File: config.mk
export PLATFORM = sky130hd
export DESIGN_NAME = trap_ctrl
export DESIGN_NICKNAME = d
export VERILOG_FILES = /design/src/rtl/tinyriscv_pkg.sv /design/src/rtl/irq_prio_enc.sv /design/src/rtl/trap_ctrl.sv
export SDC_FILE = /design/constraint.sdc
export NUM_CORES = 1
export LEC_CHECK = 0
export ABC_CLOCK_PERIOD_IN_PS = 1330
export BUFFER_PORTS_ARGS = -buffer_cell sky130_fd_sc_hd__buf_2
export CORE_AREA = 2 2 110 112
export DETAILED_ROUTE_END_ITERATION = 10
export DIE_AREA = 0 0 112 114
export GPL_TIMING_DRIVEN = 0
export PLACE_DENSITY = 0.66
export SETUP_SLACK_MARGIN = 0.1
export SLEW_MARGIN = 30
export SYNTH_ARGS = -nofsm -noshare
export SYNTH_HDL_FRONTEND = slang
export SYNTH_SLANG_ARGS = --single-unit
File: constraint.sdc
create_clock -name clk_i -period 1.33 [get_ports clk_i]
set_clock_uncertainty 0.1 [all_clocks]
set_input_delay 0.133 -clock clk_i [delete_from_list [all_inputs] [get_ports clk_i]]
set_output_delay 0.133 -clock clk_i [all_outputs]
set_load 0.01 [all_outputs]
File: src/rtl/tinyriscv_pkg.sv
// Shared definitions for the tinyriscv trap path.
//   trap_state_e : trap sequencer states
//   Csr*         : machine-mode CSR addresses
//   Inst*        : SYSTEM instruction encodings recognised in decode
//   Cause*       : mcause values written on trap entry
//   mstatus_trap_entry / mstatus_trap_return : MIE/MPIE bit-field updates
package tinyriscv_pkg;

  typedef enum logic [2:0] {
    IDLE      = 3'd0,
    W_MEPC    = 3'd1,
    W_MCAUSE  = 3'd2,
    W_MSTATUS = 3'd3,
    W_MRET    = 3'd4,
    ASSERT    = 3'd5
  } trap_state_e;

  localparam logic [11:0] CsrMstatus = 12'h300;
  localparam logic [11:0] CsrMepc    = 12'h341;
  localparam logic [11:0] CsrMcause  = 12'h342;
  localparam logic [11:0] CsrMtvec   = 12'h305;

  localparam logic [31:0] InstEcall  = 32'h0000_0073;
  localparam logic [31:0] InstEbreak = 32'h0010_0073;
  localparam logic [31:0] InstMret   = 32'h3020_0073;

  localparam logic [31:0] CauseEcall   = 32'd11;
  localparam logic [31:0] CauseEbreak  = 32'd3;
  localparam logic [31:0] CauseIrqBase = 32'h8000_0000;

  // Trap entry: MPIE takes the old MIE, MIE is cleared.
  function automatic logic [31:0] mstatus_trap_entry(input logic [31:0] ms);
    logic [31:0] r;
    r    = ms;
    r[7] = ms[3];
    r[3] = 1'b0;
    return r;
  endfunction

  // Trap return: MIE is restored from MPIE, MPIE is set.
  function automatic logic [31:0] mstatus_trap_return(input logic [31:0] ms);
    logic [31:0] r;
    r    = ms;
    r[3] = ms[7];
    r[7] = 1'b1;
    return r;
  endfunction

endpackage

File: src/rtl/irq_prio_enc.sv
// Lowest-index priority encoder over the external interrupt lines.
//   req_i   : interrupt request vector
//   valid_o : at least one request is set
//   idx_o   : index of the lowest set request (0 when none)
module irq_prio_enc #(
  parameter int Width = 8
) (
  input  logic [Width-1:0]         req_i,
  output logic                     valid_o,
  output logic [$clog2(Width)-1:0] idx_o
);

  localparam int IdxW = $clog2(Width);

  // Scan from the top down so the lowest set bit is the last one to win.
  always_comb begin
    valid_o = 1'b0;
    idx_o   = '0;
    for (int i = Width - 1; i >= 0; i--) begin
      valid_o = valid_o | req_i[i];
      idx_o   = req_i[i] ? IdxW'(i) : idx_o;
    end
  end

endmodule

File: src/rtl/trap_ctrl.sv
// Trap sequencer: detects ecall/ebreak/mret in decode (and, when
// TRAP_CTRL_ASYNC_IRQ_EN is defined, external interrupts), holds the
// pipeline, writes mepc/mcause/mstatus over a dedicated CSR port and
// issues a one-cycle redirect.
//   clk_i, rst_i            : clock, synchronous active-high reset
//   inst_i, inst_addr_i     : decode instruction and its address
//   jump_flag_i/jump_addr_i : execute-stage jump (flushes decode)
//   ex_busy_i, int_flag_i   : interrupt deferral / request lines
//   csr_*_i                 : current mtvec, mepc, mstatus
//   hold_flag_o             : hold request (combinational in detect cycle)
//   csr_we_o/waddr_o/wdata_o: registered CSR write port
//   int_assert_o/int_addr_o : registered one-cycle redirect
// Macro TRAP_CTRL_ASYNC_IRQ_EN: compiles in the external interrupt path.
module trap_ctrl
  import tinyriscv_pkg::*;
#(
  parameter int InstAddrBus = 32,
  parameter int IntBus      = 8
) (
  input  logic                   clk_i,
  input  logic                   rst_i,
  input  logic [31:0]            inst_i,
  input  logic [InstAddrBus-1:0] inst_addr_i,
  input  logic                   jump_flag_i,
  input  logic [InstAddrBus-1:0] jump_addr_i,
  input  logic                   ex_busy_i,
  input  logic [IntBus-1:0]      int_flag_i,
  input  logic [31:0]            csr_mtvec_i,
  input  logic [31:0]            csr_mepc_i,
  input  logic [31:0]            csr_mstatus_i,
  output logic                   hold_flag_o,
  output logic                   csr_we_o,
  output logic [11:0]            csr_waddr_o,
  output logic [31:0]            csr_wdata_o,
  output logic                   int_assert_o,
  output logic [InstAddrBus-1:0] int_addr_o
);

  trap_state_e state_r;
  logic [31:0] cause_r;

  logic        sync_trap_s;
  logic        mret_trap_s;
  logic        irq_trap_s;
  logic        trap_det_s;
  logic [31:0] det_epc_s;
  logic [31:0] det_cause_s;

`ifdef TRAP_CTRL_ASYNC_IRQ_EN
  logic                      irq_valid_s;
  logic [$clog2(IntBus)-1:0] irq_idx_s;

  irq_prio_enc #(
    .Width (IntBus)
  ) u_irq_prio_enc (
    .req_i   (int_flag_i),
    .valid_o (irq_valid_s),
    .idx_o   (irq_idx_s)
  );
`else
  logic unused_irq_s;
  assign unused_irq_s = ^{int_flag_i, ex_busy_i, jump_addr_i};
`endif

  // Trap detection in decode; a taken jump flushes the decode slot so
  // SYSTEM instructions there are not real, but interrupts still apply.
  always_comb begin
    sync_trap_s = !rst_i && !jump_flag_i &&
                  ((inst_i == InstEcall) || (inst_i == InstEbreak));
    mret_trap_s = !rst_i && !jump_flag_i && !sync_trap_s && (inst_i == InstMret);
    det_epc_s   = 32'(inst_addr_i);
    det_cause_s = (inst_i == InstEbreak) ? CauseEbreak : CauseEcall;
`ifdef TRAP_CTRL_ASYNC_IRQ_EN
    irq_trap_s  = !rst_i && irq_valid_s && csr_mstatus_i[3] && !ex_busy_i &&
                  !sync_trap_s && !mret_trap_s;
    det_epc_s   = (irq_trap_s && jump_flag_i) ? 32'(jump_addr_i) : det_epc_s;
    det_cause_s = irq_trap_s ? (CauseIrqBase | 32'(irq_idx_s)) : det_cause_s;
`else
    irq_trap_s  = 1'b0;
`endif
    trap_det_s  = (state_r == IDLE) && (sync_trap_s || mret_trap_s || irq_trap_s);
  end

  // Hold must cover the detection cycle itself, hence not registered.
  assign hold_flag_o = (state_r != IDLE) || trap_det_s;

  // Sequencer: each state loads the write/redirect shown in the next cycle.
  always_ff @(posedge clk_i) begin
    if (rst_i) begin
      state_r      <= IDLE;
      cause_r      <= 32'h0000_0000;
      csr_we_o     <= 1'b0;
      csr_waddr_o  <= 12'h000;
      csr_wdata_o  <= 32'h0000_0000;
      int_assert_o <= 1'b0;
      int_addr_o   <= '0;
    end else begin
      csr_we_o     <= 1'b0;
      csr_waddr_o  <= 12'h000;
      csr_wdata_o  <= 32'h0000_0000;
      int_assert_o <= 1'b0;
      int_addr_o   <= '0;
      case (state_r)
        IDLE: begin
          if (trap_det_s && mret_trap_s) begin
            state_r     <= W_MRET;
            csr_we_o    <= 1'b1;
            csr_waddr_o <= CsrMstatus;
            csr_wdata_o <= mstatus_trap_return(csr_mstatus_i);
          end else if (trap_det_s) begin
            state_r     <= W_MEPC;
            cause_r     <= det_cause_s;
            csr_we_o    <= 1'b1;
            csr_waddr_o <= CsrMepc;
            csr_wdata_o <= det_epc_s;
          end else begin
            state_r     <= IDLE;
          end
        end
        W_MEPC: begin
          state_r     <= W_MCAUSE;
          csr_we_o    <= 1'b1;
          csr_waddr_o <= CsrMcause;
          csr_wdata_o <= cause_r;
        end
        W_MCAUSE: begin
          state_r     <= W_MSTATUS;
          csr_we_o    <= 1'b1;
          csr_waddr_o <= CsrMstatus;
          csr_wdata_o <= mstatus_trap_entry(csr_mstatus_i);
        end
        W_MSTATUS: begin
          state_r      <= ASSERT;
          int_assert_o <= 1'b1;
          int_addr_o   <= InstAddrBus'(csr_mtvec_i);
        end
        W_MRET: begin
          state_r      <= ASSERT;
          int_assert_o <= 1'b1;
          int_addr_o   <= InstAddrBus'(csr_mepc_i);
        end
        ASSERT: begin
          state_r <= IDLE;
        end
        default: begin
          state_r <= IDLE;
        end
      endcase
    end
  end

endmodule

==> qor.yml, run 1 <==
run_status:
  status: "complete, but fails checks"
  violations: "negative setup slack"
cells_and_area:
  diodes: 0
  syn_to_final_growth_pct: 101.3
  fin_util: 0.5735
  nets: 926
  fin_area_mm2: 0.006716
  num-fill-cells: 957
  final_cells: 874
  drive_gt1_frac: 0.5365
die:
  fp.dieW_um: 112
  dieArea_mm2: 0.01277
  initial_core_util: 0.2849
  rows: 40
  core_mm2: 0.01171
  io_pins: 283
  fp.dieH_um: 114
critical_path:
  critPathRequiredTime_ps: 1480
  critPathCaptureType: "flop"
  cp_slowest_cell: "dfxtp_4"
  cp-start-kind: "flop"
  cp_top_family: "simple AND/OR/NAND/NOR gates"
  crit_path_start: "state_r[2]$_SDFF_PP0_"
  crit_path_end: "csr_wdata_o[4]$_SDFF_PP0_"
  cp.buffers_inverters: 1
  worstPathArrival_ps: 1560
  r2r_slack_ps: -80
  path_cells: "nor3_4, and2_4, nand3_4, buf_6, o221ai_2"
  r2r-start: "state_r[2]$_SDFF_PP0_"
  cpPeakStageDelay_ps: 370
  reg2reg_depth: 5
  crit_type: "flop to flop"
  cp_num_cells: 5
  crit_fanout: 10
  r2r_end: "csr_wdata_o[4]$_SDFF_PP0_"
logic_synthesis:
  synthCells: 348
  synth_seq_cells: 74
  synth_seq_area_share: 0.4439
  syn_area_mm2: 0.003337
  synthDistinctLibCells: 35
  syn_avg_cell_area_um2: 9.589
  yosys_warnings: 0
clocking:
  numCtsBuffers: 9
  max-clock-path-buffers: 2
  cts_root_buf: "clkbuf_16"
  cts-htree-levels: 3
  cts.sinks: 74
  clk_pin_slew_worst_paths_ps: 60
  clock_latency_ps: 330
  cts_tree: "built"
timing:
  period_share: 1.057
  setup_viol_count_final: 59
  fmax_mhz: 711.4
  report.final.hold_viol_count: 0
  period_minus_slack_ps: 1406
  slew_viol_final: 0
  fin_ws_ps: -75.73
  rsz0062_at_grt: "yes"
global_routing:
  grt_first_pass_wirelength_mm: 22.74
  grt_overflow: 0
  grt_pass1_vias: 4419
  grt_max_degree: 14
  grtUsageTotal: 0.2239
  antenna_found_initial: 0
detailed_routing:
  num_vias: 4205
  detail-route-antenna-nets: 0
  viasPerCell: 4.811
  initialDrtViolationCount: 272
  post_drt_wl_per_cell_um: 16.81
  drtPass1Iterations: 4
  route.detailed.drc: 0
  routed_wl_mm: 14.69
power:
  finalPower_mw: 5.350
  p_leak_nw: 3.089
  pwr_density_cell_mw_per_mm2: 796.5
  peakVddDrop_mv: 0.4678
placed_design:
  postPlaceCellArea_mm2: 0.004811
  hpwl_mm: 9.136
  place_ws_ps: -388.6
  place_congestion: 0.9000
  io_buffers: 234
  dp.cells: 735
job:
  maxCapViolCount: 0
min_path:
  hold_class: "primary input to flop"
-- what timing repair did --
| item | 4_1_cts | 5_1_grt |
|---|---|---|
| setup buffers | 15 | 3 |
| endpoints found under the setup margin | 73 | 73 |
| hold buffers | 106 | 0 |
| resized for setup | 69 | 30 |
| hold endpoints to repair | 64 | 0 |
| pin swaps | 13 | 13 |
-- worst min path at each step --
stage | from | to | slack (ps) | cells after the start
global route | inst_addr_i[9] | csr_wdata_o[9]$_SDFF_PP0_ | 7 | 3
detailed placement | csr_mstatus_i[3] | csr_wdata_o[7]$_SDFF_PP0_ | 240 | 3
finish | csr_mtvec_i[6] | int_addr_o[6]$_SDFF_PP0_ | 4 | 3
floorplan | inst_i[20] | cause_r[3]$_SDFFE_PP0P_ | 130 | 1
CTS | inst_addr_i[23] | csr_wdata_o[23]$_SDFF_PP0_ | 1 | 3
global placement | inst_i[20] | cause_r[3]$_SDFFE_PP0P_ | 240 | 2
-- power breakdown --
group	switching (mW)	internal (mW)
Sequential	0.00000638	2.21
Combinational	0.277	0.445
Clock	0.959	1.46
Total	1.24	4.11
-- layout make-up --
class                           count  area (um^2)  area share
Inverter                           30        112.6     0.01677
Clock buffer                       10        229.0     0.03409
Sequential cell                    74         1493      0.2222
Buffer                             40        364.1     0.05421
Timing Repair Buffer              357         2444      0.3638
Multi-Input combinational cell    210         1826      0.2718
Tap cell                          147        183.9     0.02738
Clock inverter                      6        65.06    0.009687
-- tightest hold or removal path: stages --
cell and delay (ps):
buf_2 80, a22oi_2 70, nor2_1 100
-- placed cells by master (no fill, tap or decap), types with 7 or more instances in the layout --
master,netlist,routed
a22oi_2,0,32
buf_2,9,229
buf_4,10,20
buf_6,5,21
clkbuf_16,0,9
conb_1,1,7
dfxtp_1,74,71
dlygate4sd3_1,0,106
inv_1,30,29
nand2_1,35,35
nand4b_1,29,29
nor2_1,37,32
o221ai_2,28,28
-- synthesized netlist by cell type, drive strengths merged --
library cell   n  area, um^2
a211oi         1       7.510
a21oi          4       20.02
a22o           2       17.52
a22oi         35       262.8
a31oi          2       27.53
and2           3       18.77
and4           2       17.52
and4b          1       10.01
buf           25       180.2
clkbuf        15       56.30
conb           1       3.750
dfxtp         74        1481
inv           30       112.6
nand2         36       142.6
nand2b         1       6.260
nand3          1       17.52
nand4          1       6.260
nand4b        29       254.0
nor2          37       138.9
nor2b          3       18.77
nor3           3       20.02
nor4           5       31.28
nor4bb         2       20.02
o211ai         1       7.510
o21a           1       7.510
o21ai          3       15.01
o221ai        28       420.4
o2bb2ai        1       8.760
or2            1       6.260
-- logic make-up (layout without fill, tap and decap cells) --
group	after synthesis	count (layout)	share of synthesized area
buffers and inverters	70	443	0.1046
AO/OA/AOI/OAI	78	78	0.2381
AND/OR/NAND/NOR	125	125	0.2122
other	1	7	0.001124
flip-flops	74	74	0.4439
-- layer usage --
metal	part of all wire	wire [um]	GRT usage
met2	0.51	7499	0.4105
met1	0.38	5621	0.2525
met5	0	0	0
met3	0.081	1192	0.05313
met4	0.026	376	0.08537
-- state kept, by name, indices dropped and copies added, names as in the netlist --
| register | flops |
|---|---|
| csr_wdata_o | 32 |
| cause_r | 2 |
| int_assert_o | 1 |
| int_addr_o | 32 |
| csr_waddr_o | 4 |
| state_r | 3 |
-- per-stage QoR --
stage	setup TNS (ps)	hold WS, ps
2_1_floorplan	0	130.0
6_report	-2517	3.797
4_1_cts	-2948	1.090
3_3_place_gp	-17900	236.8
3_5_place_dp	-17880	244.8
5_1_grt	-6501	6.927
Note: power is estimated with default switching activity, not from simulation.
==> run 2: changes to the inputs <==
Settings changed: RECOVER_POWER set to 50.
==> run 2 against run 1 <==
Compared with the run above: the flow still finishes with violations (negative setup slack); fmax about the same; sequential cell count unchanged; critical endpoint is now csr_wdata_o[30]$_SDFF_PP0_; register-to-register slack barely moved; cell count did not move; die area is the same; sequential power hardly changed; utilization fell by 0.40 points; via count grew 0.50%; non-clock buffer count is the same; first-iteration DRC count up 3.7%.
==> qor.yml, run 2 (synthesis gave the netlist of run 1 again) <==
critical_path:
  cpPeakStageDelay_ps: 370  # about the same
  crit_fanout: 10  # unchanged
  worstPathArrival_ps: 1550  # about the same
  cp_slowest_cell: "dfxtp_4"
  critPathCaptureType: "flop"
  cp-start-kind: "flop"
  cp_top_family: "simple AND/OR/NAND/NOR gates"
  path_cells: "nor3_4, and2_4, nand3_4, buf_8, o221ai_2"
  cp.buffers_inverters: 1  # unchanged
  critPathRequiredTime_ps: 1480  # about the same
  crit_type: "flop to flop"
timing:
  rsz0062_at_grt: "yes"
  slew_viol_final: 0  # unchanged
  fmax_mhz: 711.8  # about the same
  period_minus_slack_ps: 1405  # -0.8028 ps
  whs_ps: 6.873  # +3.076 ps
  worst_slew_pin_slew_ps: 504.4
  fin_ws_ps: -74.93  # +0.8028 ps
  relSlewSlack: 0.6638
  report.final.hold_viol_count: 0  # unchanged
  setup_viol_count_final: 58  # -1.7%
  period_share: 1.056  # about the same
power:
  swShare: 0.2311  # about the same
  clkPwrFrac: 0.452  # about the same
  power_frac_seq: 0.413  # about the same
  pwr_density_cell_mw_per_mm2: 802.0  # +0.69%
  p_leak_nw: 2.925  # -5.3%
  p_sw_mw: 1.236  # about the same
  internal_power_mw: 4.113  # about the same
  finalPower_mw: 5.349  # about the same
  p_comb_frac: 0.135  # about the same
  peakVddDrop_mv: 0.4678  # about the same
clocking:
  cts_tree: "built"
  clk_pin_slew_worst_paths_ps: 60  # about the same
  cts_root_buf: "clkbuf_16"
  clock_latency_ps: 330  # about the same
  max-clock-path-buffers: 2  # unchanged
  numCtsBuffers: 9  # unchanged
  cts.sinks: 74  # unchanged
  cts-htree-levels: 3  # unchanged
global_routing:
  grt_first_pass_wirelength_mm: 22.74  # unchanged
  grtUsageTotal: 0.2239  # unchanged
  grt_max_degree: 14  # unchanged
  grt_pass1_vias: 4419  # unchanged
  grt_overflow: 0  # unchanged
  antenna_found_initial: 0  # unchanged
job:
  maxCapViolCount: 0  # unchanged
die:
  dieArea_mm2: 0.01277  # unchanged
  rows: 40  # unchanged
  core_mm2: 0.01171  # unchanged
  fp.dieH_um: 114  # unchanged
  initial_core_util: 0.2849  # unchanged
  io_pins: 283  # unchanged
  fp.dieW_um: 112  # unchanged
cells_and_area:
  fin_area_mm2: 0.006670  # -0.69%
  diodes: 0  # unchanged
  drive_gt1_frac: 0.4856  # -0.05089
  fin_util: 0.5696  # -0.003953
  final_common_cell: "buf_2"
  nets: 926  # unchanged
  top_regs: "csr_wdata_o (32), int_addr_o (32), csr_waddr_o (4)"
  syn_to_final_growth_pct: 99.89
  final_cell_mix: "buf_2 (192), dlygate4sd3_1 (106), dfxtp_1 (71)"
detailed_routing:
  route.detailed.drc: 0  # unchanged
  drtPass1Iterations: 5  # +1
  routed_wl_mm: 14.72  # +0.22%
  num_vias: 4226  # +0.50%
  initialDrtViolationCount: 282  # +3.7%
  detail-route-antenna-nets: 0  # unchanged
  viasPerCell: 4.835  # +0.50%
  post_drt_wl_per_cell_um: 16.85  # +0.22%
placed_design:
  place_congestion: 0.9000  # unchanged
  postPlaceCellArea_mm2: 0.004811  # unchanged
  place_ws_ps: -388.6  # unchanged
  io_buffers: 234  # unchanged
  hpwl_mm: 9.136  # unchanged
run_status:
  status: "complete, but fails checks"
  violations: "negative setup slack"
min_path:
  hold_class: "primary input to flop"
## run 2: cell type report
| type | instances | area [um^2] |
|---|---|---|
| Buffer | 40 | 364.1 |
| Clock buffer | 10 | 229.0 |
| Clock inverter | 6 | 65.06 |
| Fill cell | 974 | 5041 |
| Inverter | 30 | 112.6 |
| Multi-Input combinational cell | 210 | 1826 |
| Sequential cell | 74 | 1493 |
| Tap cell | 147 | 183.9 |
| Timing Repair Buffer | 357 | 2397 |
## run 2: power by group through the flow
| stage | sequential [mW] | clock [mW] | combinational [mW] |
|---|---|---|---|
| after detailed placement | 2.26 | 0 | 0.388 |
| final | 2.21 | 2.42 | 0.724 |
| after floorplan | 2.26 | 0 | 0.110 |
| after CTS | 2.21 | 2.48 | 0.663 |
| after global routing | 2.21 | 2.60 | 0.770 |
| after global placement | 2.26 | 0 | 0.381 |
## run 2: per-layer routing
layer	vias up	share of wire	track usage
met2	221	0.51	0.4105
met1	1984	0.39	0.2525
met4	0	0.027	0.08537
li1	1989	-	-
met3	32	0.079	0.05313
met5	-	0	0
## run 2: what timing repair did
item / 4_1_cts / 5_1_grt
resized for setup: 69 / 30
setup endpoints to repair: 73 / 73
hold endpoints to repair: 64 / 0
pin swaps: 13 / 13
hold buffers: 106 / 0
setup buffers: 15 / 3
## run 2: metrics by stage
stage | std cells | TNS, ps
final | 874 | -2462
after global placement | 735 | -17900
after detailed placement | 735 | -17880
after global routing | 874 | -6501
after floorplan | 354 | 0
after CTS | 872 | -2948
## run 2: worst paths after layout
kind                                               from                          to  slack (ps)  cells after the start
worst min register to register  cause_r[3]$_SDFFE_PP0P_   csr_wdata_o[3]$_SDFF_PP0_         370                      1
worst max register to register    state_r[2]$_SDFF_PP0_  csr_wdata_o[30]$_SDFF_PP0_         -70                      5
worst max-delay path              state_r[2]$_SDFF_PP0_  csr_wdata_o[30]$_SDFF_PP0_         -70                      5
worst min-delay path                    inst_addr_i[15]  csr_wdata_o[15]$_SDFF_PP0_           7                      3
## run 2: worst reg2reg max path, delay by kind of cell, from the launching register on
family	cells	cell delay, ps
compound gates	1	170
buf+inv	1	180
simple gates	3	510
flops	1	370
==> run 3: changes to the inputs <==
Settings changed: ABC_CLOCK_PERIOD_IN_PS 1330 to 1500, CORE_AREA 2 2 110 112 to 2 2 111 113, DIE_AREA 0 0 112 114 to 0 0 113 115, PLACE_DENSITY 0.66 to 0.62.
Clock period 1.33 ns to 1.5 ns, I/O delays scaled along.
==> run 3 against run 2 <==
Compared with the run above: the run ends with design-rule violations, negative hold slack left; power fell by 3.8%; via count fell by 3.9%; critical endpoint is now csr_wdata_o[10]$_SDFF_PP0_; fmax decreased by 3.3%.
==> qor.yml, run 3 (synthesis gave the netlist of run 1 again) <==
run_status:
  status: "complete, but fails checks"
  violations: "design-rule violations, negative hold slack"
cells_and_area:
  top_regs: "csr_wdata_o (32), int_addr_o (32), csr_waddr_o (4)"
  final_cells: 849  # -2.9%
  num-fill-cells: 1093  # +12%
  nets: 903  # -2.5%
  final_cell_mix: "buf_2 (173), dlygate4sd3_1 (93), dfxtp_1 (71)"
  syn_to_final_growth_pct: 87.59
  final_common_cell: "buf_2"
  drive_gt1_frac: 0.4088  # -0.07673
  diodes: 0  # unchanged
global_routing:
  antenna_found_initial: 0  # unchanged
  grtUsageTotal: 0.1975  # -0.02640
  grt_first_pass_wirelength_mm: 20.28  # -11%
  grt_overflow: 0  # unchanged
  grt_max_degree: 13  # -1
  grt_pass1_vias: 4256  # -3.7%
clocking:
  cts-htree-levels: 3  # unchanged
  numCtsBuffers: 9  # unchanged
  cts_tree: "built"
  cts.sinks: 74  # unchanged
  clk_pin_slew_worst_paths_ps: 60  # about the same
  clock_latency_ps: 330  # about the same
  max-clock-path-buffers: 2  # unchanged
  cts_root_buf: "clkbuf_16"
die:
  fp.dieW_um: 113  # +0.89%
  core_mm2: 0.01181  # +0.85%
  initial_core_util: 0.2825  # -0.002415
  fp.dieH_um: 115  # +0.88%
  dieArea_mm2: 0.01300  # +1.8%
  io_pins: 283  # unchanged
  rows: 40  # unchanged
timing:
  whs_ps: -6.677  # -13.55 ps
  fin_tns_setup_ps: 0  # +2462 ps
  slew_viol_final: 0  # unchanged
  fmax_mhz: 688.2  # -3.3%
  rsz0062_at_grt: "yes"
  relSlewSlack: 0.6025  # -0.06126
  worst_slew_pin_slew_ps: 596.3  # +91.89 ps
  period_share: 0.9687  # -0.08763
  setup_viol_count_final: 0  # -100%
  report.final.hold_viol_count: 1  # +1
  period_minus_slack_ps: 1453  # +48.14 ps
power:
  p_leak_nw: 2.727  # -6.8%
  finalPower_mw: 5.146  # -3.8%
  pwr_density_cell_mw_per_mm2: 822.1  # +2.5%
  peakVddDrop_mv: 0.5811  # +24%
critical_path:
  critPathCaptureType: "flop"
  worstPathArrival_ps: 1600  # +50 ps
  critPathRequiredTime_ps: 1650  # +170 ps
  cp-start-kind: "flop"
  crit_fanout: 10  # unchanged
  crit_type: "flop to flop"
placed_design:
  place_congestion: 0.7448  # -17%
  hpwl_mm: 8.983  # -1.7%
  dp.cells: 735  # unchanged
  io_buffers: 234  # unchanged
detailed_routing:
  dr_wl_met3_um: 825  # -29%
  post_drt_wl_per_cell_um: 15.87  # -5.8%
  detail-route-antenna-nets: 0  # unchanged
  top_layer: "met4"
  met1Wirelength_mm: 5.079  # -10%
  wl_met2_mm: 7.145  # -4.8%
  routed_wl_mm: 13.47  # -8.5%
  viasPerCell: 4.786  # -1.0%
  route.detailed.drc: 11  # +11
  initialDrtViolationCount: 227  # -20%
  drtPass1Iterations: 7  # +2
  num_vias: 4063  # -3.9%
job:
  maxCapViolCount: 0  # unchanged
min_path:
  hold_class: "primary input to flop"
## run 3: changes by cell type in the layout (fill, tap and decap cells not counted), sizes merged
cell / change
clkinvlp: -2
inv: -2
clkbuf: +21
buf: -32
bufinv: +3
dlygate4sd3: -13
## run 3: cell type report
cell class	instances	area [um^2]	share of cell area
Inverter	30	112.6	0.01799
Sequential cell	74	1493	0.2385
Tap cell	147	183.9	0.02938
Clock inverter	5	128.9	0.02059
Buffer	40	324.1	0.05177
Clock buffer	9	225.2	0.03598
Multi-Input combinational cell	210	1669	0.2666
Timing Repair Buffer	334	2123	0.3392
## run 3: worst max-delay path: stages, from the launching register on
cell      delay, ps
dfxtp_4         370
nor3_4          230
and2_4          190
nand3_4         120
buf_12          180
o221ai_2        170
## run 3: metal layers
layer / vias to the layer above / global-route usage
li1: 1939 / -
met1: 1892 / 0.2168
met2: 195 / 0.3601
met3: 37 / 0.04481
met4: 0 / 0.09675
met5: - / 0
## run 3: what timing repair did
action                                  CTS  global route
pin swaps                                 5             5
hold buffers                             93             0
endpoints found under the setup margin   70            67
buffers inserted                          7             0
endpoints found under the hold margin    63             0
resized for setup                        55            19
## run 3: path summary, 6_finish.rpt
check,start,endpoint,slack [ps],cells after the start
hold reg to reg,cause_r[1]$_SDFFE_PP0P_,cause_r[1]$_SDFFE_PP0P_,380,2
setup reg to reg,state_r[1]$_SDFF_PP0_,csr_wdata_o[10]$_SDFF_PP0_,50,5
hold / removal,csr_mtvec_i[2],int_addr_o[2]$_SDFF_PP0_,-7,3
setup / recovery,state_r[1]$_SDFF_PP0_,csr_wdata_o[10]$_SDFF_PP0_,50,5
## run 3: through the flow
step	setup slack, ps	area, um^2	utilization
2_1_floorplan	115.7	3359	-
3_3_place_gp	-241.7	4715	0.3992
3_5_place_dp	-263.4	4715	0.3992
4_1_cts	38.72	6235	0.5279
5_1_grt	-34.70	6260	0.5300
6_report	46.93	6260	0.5300
## run 3: power by group
group          internal [mW]  leakage [nW]  switching (mW)  total, mW
combinational          0.359          1.96           0.218      0.578
clock                   1.78         0.172           0.831       2.61
sequential              1.96         0.598      0.00000525       1.96
